<file path="src/rtl/mixer_ctrl_pkg.sv">
// rtl/mixer_ctrl_pkg.sv - shared types and constants for the mixer power/gain controller
//
// Contents:
//   state_t            controller state (OFF, SETTLE, ON)
//   OTA_DEFAULT        OTA gain applied at reset
//   BUFF_DEFAULT       buffer gain applied at reset
//   gain_is_nondefault true when a gain pair differs from the reset gains
package mixer_ctrl_pkg;

    typedef enum logic [1:0] {
        ST_OFF    = 2'd0,
        ST_SETTLE = 2'd1,
        ST_ON     = 2'd2
    } state_t;

    localparam logic       OTA_DEFAULT  = 1'b1;
    localparam logic [1:0] BUFF_DEFAULT = 2'b01;

    function automatic logic gain_is_nondefault(input logic ota_v, input logic [1:0] buff_v);
        return (ota_v != OTA_DEFAULT) || (buff_v != BUFF_DEFAULT);
    endfunction

endpackage

</file>
<file path="src/rtl/mixer_ctrl_settle_cnt.sv">
// rtl/mixer_ctrl_settle_cnt.sv - settle timer for the mixer controller
//
// Ports:
//   clk    in   clock
//   clear  in   synchronous clear to 0 (wins over enable)
//   enable in   count one cycle of settling
//   done   out  count has reached SETTLE_CYCLES-1 (combinational from the count)
//
// The count saturates at SETTLE_CYCLES-1 so it can never wrap, even if the
// owner keeps enable high past done.
module mixer_ctrl_settle_cnt #(
    parameter int SETTLE_CYCLES = 200,
    parameter int CNT_W         = 16
) (
    input  logic clk,
    input  logic clear,
    input  logic enable,
    output logic done
);

    localparam logic [CNT_W-1:0] LAST = CNT_W'(SETTLE_CYCLES - 1);

    logic [CNT_W-1:0] cnt;

    assign done = (cnt == LAST);

    always_ff @(posedge clk) begin
        if (clear) begin
            cnt <= '0;
        end else if (enable && !done) begin
            cnt <= cnt + 1'b1;
        end
    end

endmodule

</file>
<file path="src/rtl/mixer_ctrl.sv">
// rtl/mixer_ctrl.sv - mixer power-up sequencing and gain control
//
// Ports:
//   clk             in   sole clock
//   rst             in   synchronous active-high reset
//   en              in   level request to power the mixer
//   cfg_valid       in   gain write request
//   cfg_ready       out  gain write accepted this cycle (OFF or ON only)
//   cfg_ota         in   requested OTA gain
//   cfg_buff        in   requested buffer gain
//   pd              out  mixer power-down, active-high
//   ota             out  mixer OTA gain
//   buff            out  mixer buffer gain
//   mixer_ready     out  mixer powered and settled
//   busy            out  settle in progress
//   gain_nondefault out  gains differ from reset values while powered
//
// Every output is a register. A gain write while ON with en held restarts the
// settle, since the mixer output is not trustworthy after a gain change.
module mixer_ctrl
    import mixer_ctrl_pkg::*;
#(
    parameter int SETTLE_CYCLES = 200,
    parameter int CNT_W         = 16
) (
    input  logic       clk,
    input  logic       rst,
    input  logic       en,
    input  logic       cfg_valid,
    output logic       cfg_ready,
    input  logic       cfg_ota,
    input  logic [1:0] cfg_buff,
    output logic       pd,
    output logic       ota,
    output logic [1:0] buff,
    output logic       mixer_ready,
    output logic       busy,
    output logic       gain_nondefault
);

    state_t     state;
    logic       xfer;
    logic       ota_nxt;
    logic [1:0] buff_nxt;
    logic       cnt_clear;
    logic       cnt_done;

    // cfg_ready is registered low throughout SETTLE, so it alone gates transfers.
    assign xfer     = cfg_valid && cfg_ready;
    assign ota_nxt  = xfer ? cfg_ota  : ota;
    assign buff_nxt = xfer ? cfg_buff : buff;

    // Hold the timer at 0 whenever SETTLE is not going to continue next cycle,
    // so every entry into SETTLE starts from a zero count.
    assign cnt_clear = rst || (state != ST_SETTLE) || !en || cnt_done;

    mixer_ctrl_settle_cnt #(
        .SETTLE_CYCLES (SETTLE_CYCLES),
        .CNT_W         (CNT_W)
    ) u_settle_cnt (
        .clk    (clk),
        .clear  (cnt_clear),
        .enable (state == ST_SETTLE),
        .done   (cnt_done)
    );

    always_ff @(posedge clk) begin
        if (rst) begin
            state           <= ST_OFF;
            pd              <= 1'b1;
            ota             <= OTA_DEFAULT;
            buff            <= BUFF_DEFAULT;
            mixer_ready     <= 1'b0;
            busy            <= 1'b0;
            cfg_ready       <= 1'b1;
            gain_nondefault <= 1'b0;
        end else begin
            ota  <= ota_nxt;
            buff <= buff_nxt;
            case (state)
                ST_OFF: begin
                    if (en) begin
                        state           <= ST_SETTLE;
                        pd              <= 1'b0;
                        busy            <= 1'b1;
                        mixer_ready     <= 1'b0;
                        cfg_ready       <= 1'b0;
                        gain_nondefault <= gain_is_nondefault(ota_nxt, buff_nxt);
                    end else begin
                        pd              <= 1'b1;
                        busy            <= 1'b0;
                        mixer_ready     <= 1'b0;
                        cfg_ready       <= 1'b1;
                        gain_nondefault <= 1'b0;
                    end
                end
                ST_SETTLE: begin
                    if (!en) begin
                        state           <= ST_OFF;
                        pd              <= 1'b1;
                        busy            <= 1'b0;
                        mixer_ready     <= 1'b0;
                        cfg_ready       <= 1'b1;
                        gain_nondefault <= 1'b0;
                    end else if (cnt_done) begin
                        state           <= ST_ON;
                        busy            <= 1'b0;
                        mixer_ready     <= 1'b1;
                        cfg_ready       <= 1'b1;
                        gain_nondefault <= gain_is_nondefault(ota_nxt, buff_nxt);
                    end
                end
                ST_ON: begin
                    if (!en) begin
                        state           <= ST_OFF;
                        pd              <= 1'b1;
                        busy            <= 1'b0;
                        mixer_ready     <= 1'b0;
                        cfg_ready       <= 1'b1;
                        gain_nondefault <= 1'b0;
                    end else if (xfer) begin
                        state           <= ST_SETTLE;
                        busy            <= 1'b1;
                        mixer_ready     <= 1'b0;
                        cfg_ready       <= 1'b0;
                        gain_nondefault <= gain_is_nondefault(ota_nxt, buff_nxt);
                    end
                end
                default: begin
                    state           <= ST_OFF;
                    pd              <= 1'b1;
                    busy            <= 1'b0;
                    mixer_ready     <= 1'b0;
                    cfg_ready       <= 1'b1;
                    gain_nondefault <= 1'b0;
                end
            endcase
        end
    end

endmodule

</file>
<file path="config.mk">
export PLATFORM = sky130hd
export DESIGN_NAME = mixer_ctrl
export DESIGN_NICKNAME = d
export VERILOG_FILES = /design/src/rtl/mixer_ctrl_pkg.sv /design/src/rtl/mixer_ctrl_settle_cnt.sv /design/src/rtl/mixer_ctrl.sv
export SDC_FILE = /design/constraint.sdc
export NUM_CORES = 1
export LEC_CHECK = 0
export ABC_AREA = 1
export CAP_MARGIN = 20
export CELL_PAD_IN_SITES_DETAIL_PLACEMENT = 1
export CELL_PAD_IN_SITES_GLOBAL_PLACEMENT = 1
export CORE_ASPECT_RATIO = 0.8
export CORE_MARGIN = 4
export CORE_UTILIZATION = 25
export CTS_CLUSTER_DIAMETER = 150
export DETAILED_ROUTE_END_ITERATION = 7
export HOLD_SLACK_MARGIN = 0.05
export PLACE_DENSITY_LB_ADDON = 0.1
export SYNTH_ARGS = -nofsm -noshare
export SYNTH_HDL_FRONTEND = slang
export SYNTH_SLANG_ARGS = --single-unit
</file>
<file path="constraint.sdc">
create_clock -name clk -period 3.7 [get_ports clk]
set_input_delay 0.74 -clock clk [delete_from_list [all_inputs] [get_ports clk]]
set_output_delay 0.74 -clock clk [all_outputs]
set_load 0.03 [all_outputs]
</file>
==> flow_summary.ini <==
[global_route]
grt_usage_pct = 11.2
grt_pass1_wl_um = 6440
antenna_found_initial = 0
grt_pass1_vias = 1256
grt_max_degree = 16
grt_overflow = 0

[setup_path]
cp_cell_sequence = clkdlybuf4s50_1
slowest_delay_ns = 0.71
reg2regPathDepth = 10
reg2reg_from = u_settle_cnt.cnt[0]
required_ns = 2.96
path_buf_inv = 1
r2r-end = u_settle_cnt.cnt[2]
critPathMaxFanout = 5
end_kind = output pin
crit_path_start_kind = flip-flop
crit_arrival_ns = 1.41
setup.worst_path.class = reg2out
cp_top_family = buffers and inverters
reg2reg_slack_ns = 2.08
slowest_stage = clkdlybuf4s50_1

[sta]
rsz0062_at_grt = no
skew_ns = 0.00168
fin_setup_tns_ns = 0
layout_setup_ws_ns = 1.55
finalHoldViolations = 0
setup_viol = 0
worst_slew_pin_slew_ns = 0.365
finalCriticalPeriod_ns = 2.15
max_freq_mhz = 464
period_share_pct = 58.2
drv_slew = 0
relSlewSlack_pct = 75.6

[floorplanning]
pin_count = 15
rows = 24
fp.coreArea_sq_um = 5590
die_width_um = 94.1
die_y_um = 76.9
start_util_pct = 26.5
dieArea_sq_um = 7230

[cts]
cts_hold_buf = 0
clk_pin_slew_ns = 0.10
cts_buffers = 3
cts_root_buf = clkbuf_8
cts_num_sinks = 26
clk_latency_ns = 0.28
cts_tree = built
cts_resized = 0
cts_setup_buffers = 0
cts-htree-levels = 1
clk_path_buf_depth = 2

[worst_hold_path]
min-delay-start = busy
hold_path.class = reg2reg
hold_end = busy
hold_depth = 2

[layout]
nets = 234
area_growth_pct = 18.6
n_antenna_cell = 0
drive_gt1_share_pct = 15.5
final_cells = 298

[routing]
route.detailed.drc = 0
vias_per_cell = 4.35
drt_wl_total_um = 3840
drtIter0Drc = 40
wl_met2_um = 1450
dr.pass1.iters = 4
antenna_left = 0
top_layer = met4
wl_met1_um = 2270
route.vias.total = 1296
drt-wirelength-per-cell_um = 12.9
wl_met3_um = 84

[placed_design]
gp_congestion = 0.728
port_buffers = 14
place_hpwl_um = 3000
dp_slack_ns = 1.58
dp.cells = 294

[power_and_ir_drop]
p_per_area_nw_per_um2 = 356
combPwrFrac_pct = 13.5
p_seq_share_pct = 47.3
power_leakage_uw = 0.000659
netSwitchingPower_uw = 161
swShare_pct = 25.7
peakVddDrop_v = 0.000155
intPower_uw = 466
clkPwrFrac_pct = 39.3

[yosys]
synth_nets = 218
synthesis.area_sq_um = 1480
seq_area_frac_synth_pct = 35.1
synth.avg_cell_area_sq_um = 7.23
synth_cell_types = 28
async_flop_share_pct = 0
synth-seq-cells = 26
synth_edf_count = 0
syn_inst = 205
ys.flop_type = dfxtp_1
yosysWarningCount = 0

[job]
cap_violations = 0

[outcome]
status = finished clean
==> through the flow <==
stage | total power (uW) | hold WS, ns | util (%) | instance area [sq um]
2_1_floorplan | 355 | 0.438 | - | 1480
3_3_place_gp | 389 | 0.455 | 30.2 | 1690
3_5_place_dp | 389 | 0.460 | 30.2 | 1690
4_1_cts | 641 | 0.477 | 31.5 | 1760
5_1_grt | 656 | 0.492 | 31.5 | 1760
6_report | 626 | 0.471 | 31.5 | 1760
==> power by group through the flow <==
stage / Clock, uW / Sequential, uW / Combinational, uW
floorplan: 0 / 314 / 40.9
global placement: 0 / 303 / 86.4
detailed placement: 0 / 303 / 85.8
CTS: 258 / 297 / 86.2
global route: 265 / 298 / 93.4
finish: 246 / 296 / 84.4
==> routing by layer <==
layer / global-route usage [%] / vias to the layer above
li1: - / 688
met1: 17.6 / 594
met2: 14.9 / 10
met3: 2.74 / 4
met4: 2.60 / 0
met5: 0 / -
==> worst max path at each step <==
stage,to,startpoint,depth (start not counted),slack (ns)
detailed placement,busy,cfg_valid,6,1.58
global placement,cfg_ready,cfg_valid,6,1.56
finish,cfg_ready,cfg_ready,1,1.55
global route,cfg_ready,cfg_ready,1,1.47
CTS,cfg_ready,cfg_ready,1,1.52
floorplan,busy,cfg_valid,5,2.28
==> flip-flops by register name, indices dropped and copies added, names as in the netlist <==
| register | flops |
|---|---|
| u_settle_cnt.cnt | 16 |
| buff | 2 |
| state | 2 |
| busy | 1 |
| cfg_ready | 1 |
| gain_nondefault | 1 |
| mixer_ready | 1 |
| ota | 1 |
| pd | 1 |
==> kinds of logic (layout without fill, tap and decap cells) <==
group	Yosys count	count (layout)	share of synthesized area, %
AND/OR/NAND/NOR	126	126	41.3
flip-flops	26	26	35.1
buffers and inverters	24	39	7.76
AO/OA/AOI/OAI	17	17	7.17
adder cells (fa/ha/maj)	6	6	5.06
XOR/XNOR	5	5	2.95
multiplexers	1	1	0.675
==> cell usage in the layout, fill, tap and decap left out, types with 2 or more instances in the layout <==
master and count:
nand2_1 47, nor2_1 30, dfxtp_1 26, nand3_1 19, inv_1 16, clkdlybuf4s50_1 14, nor2_2 9, nand4_1 7
a21oi_1 7, ha_1 6, a21oi_2 5, inv_2 4, nand2_2 4, o21ai_0 3, xnor2_1 3, clkbuf_8 3
nand2_4 2, nor3_2 2, xor2_1 2
==> cell usage after synthesis (all sizes together) (3+ instances only) <==
library cell  instances  area [sq um]
xnor2                 3          26.3
buf                   3          33.8
nand2                53           224
ha                    6          75.1
nor3                  3          25.0
nor2                 41           200
nand4                 7          43.8
dfxtp                26           521
a21oi                12          78.8
o21ai                 4          20.0
inv                  21          81.3
nand3                20           105
==> layout make-up <==
cell class	instances	area, sq um
clock buffer	3	41.3
clock inverter	1	30.0
fill	717	3830
inverter	21	81.3
multi-input combinational	155	847
sequential	26	520
tap	78	97.6
timing repair buffer	14	140
Note: power is estimated with default switching activity, not from simulation.
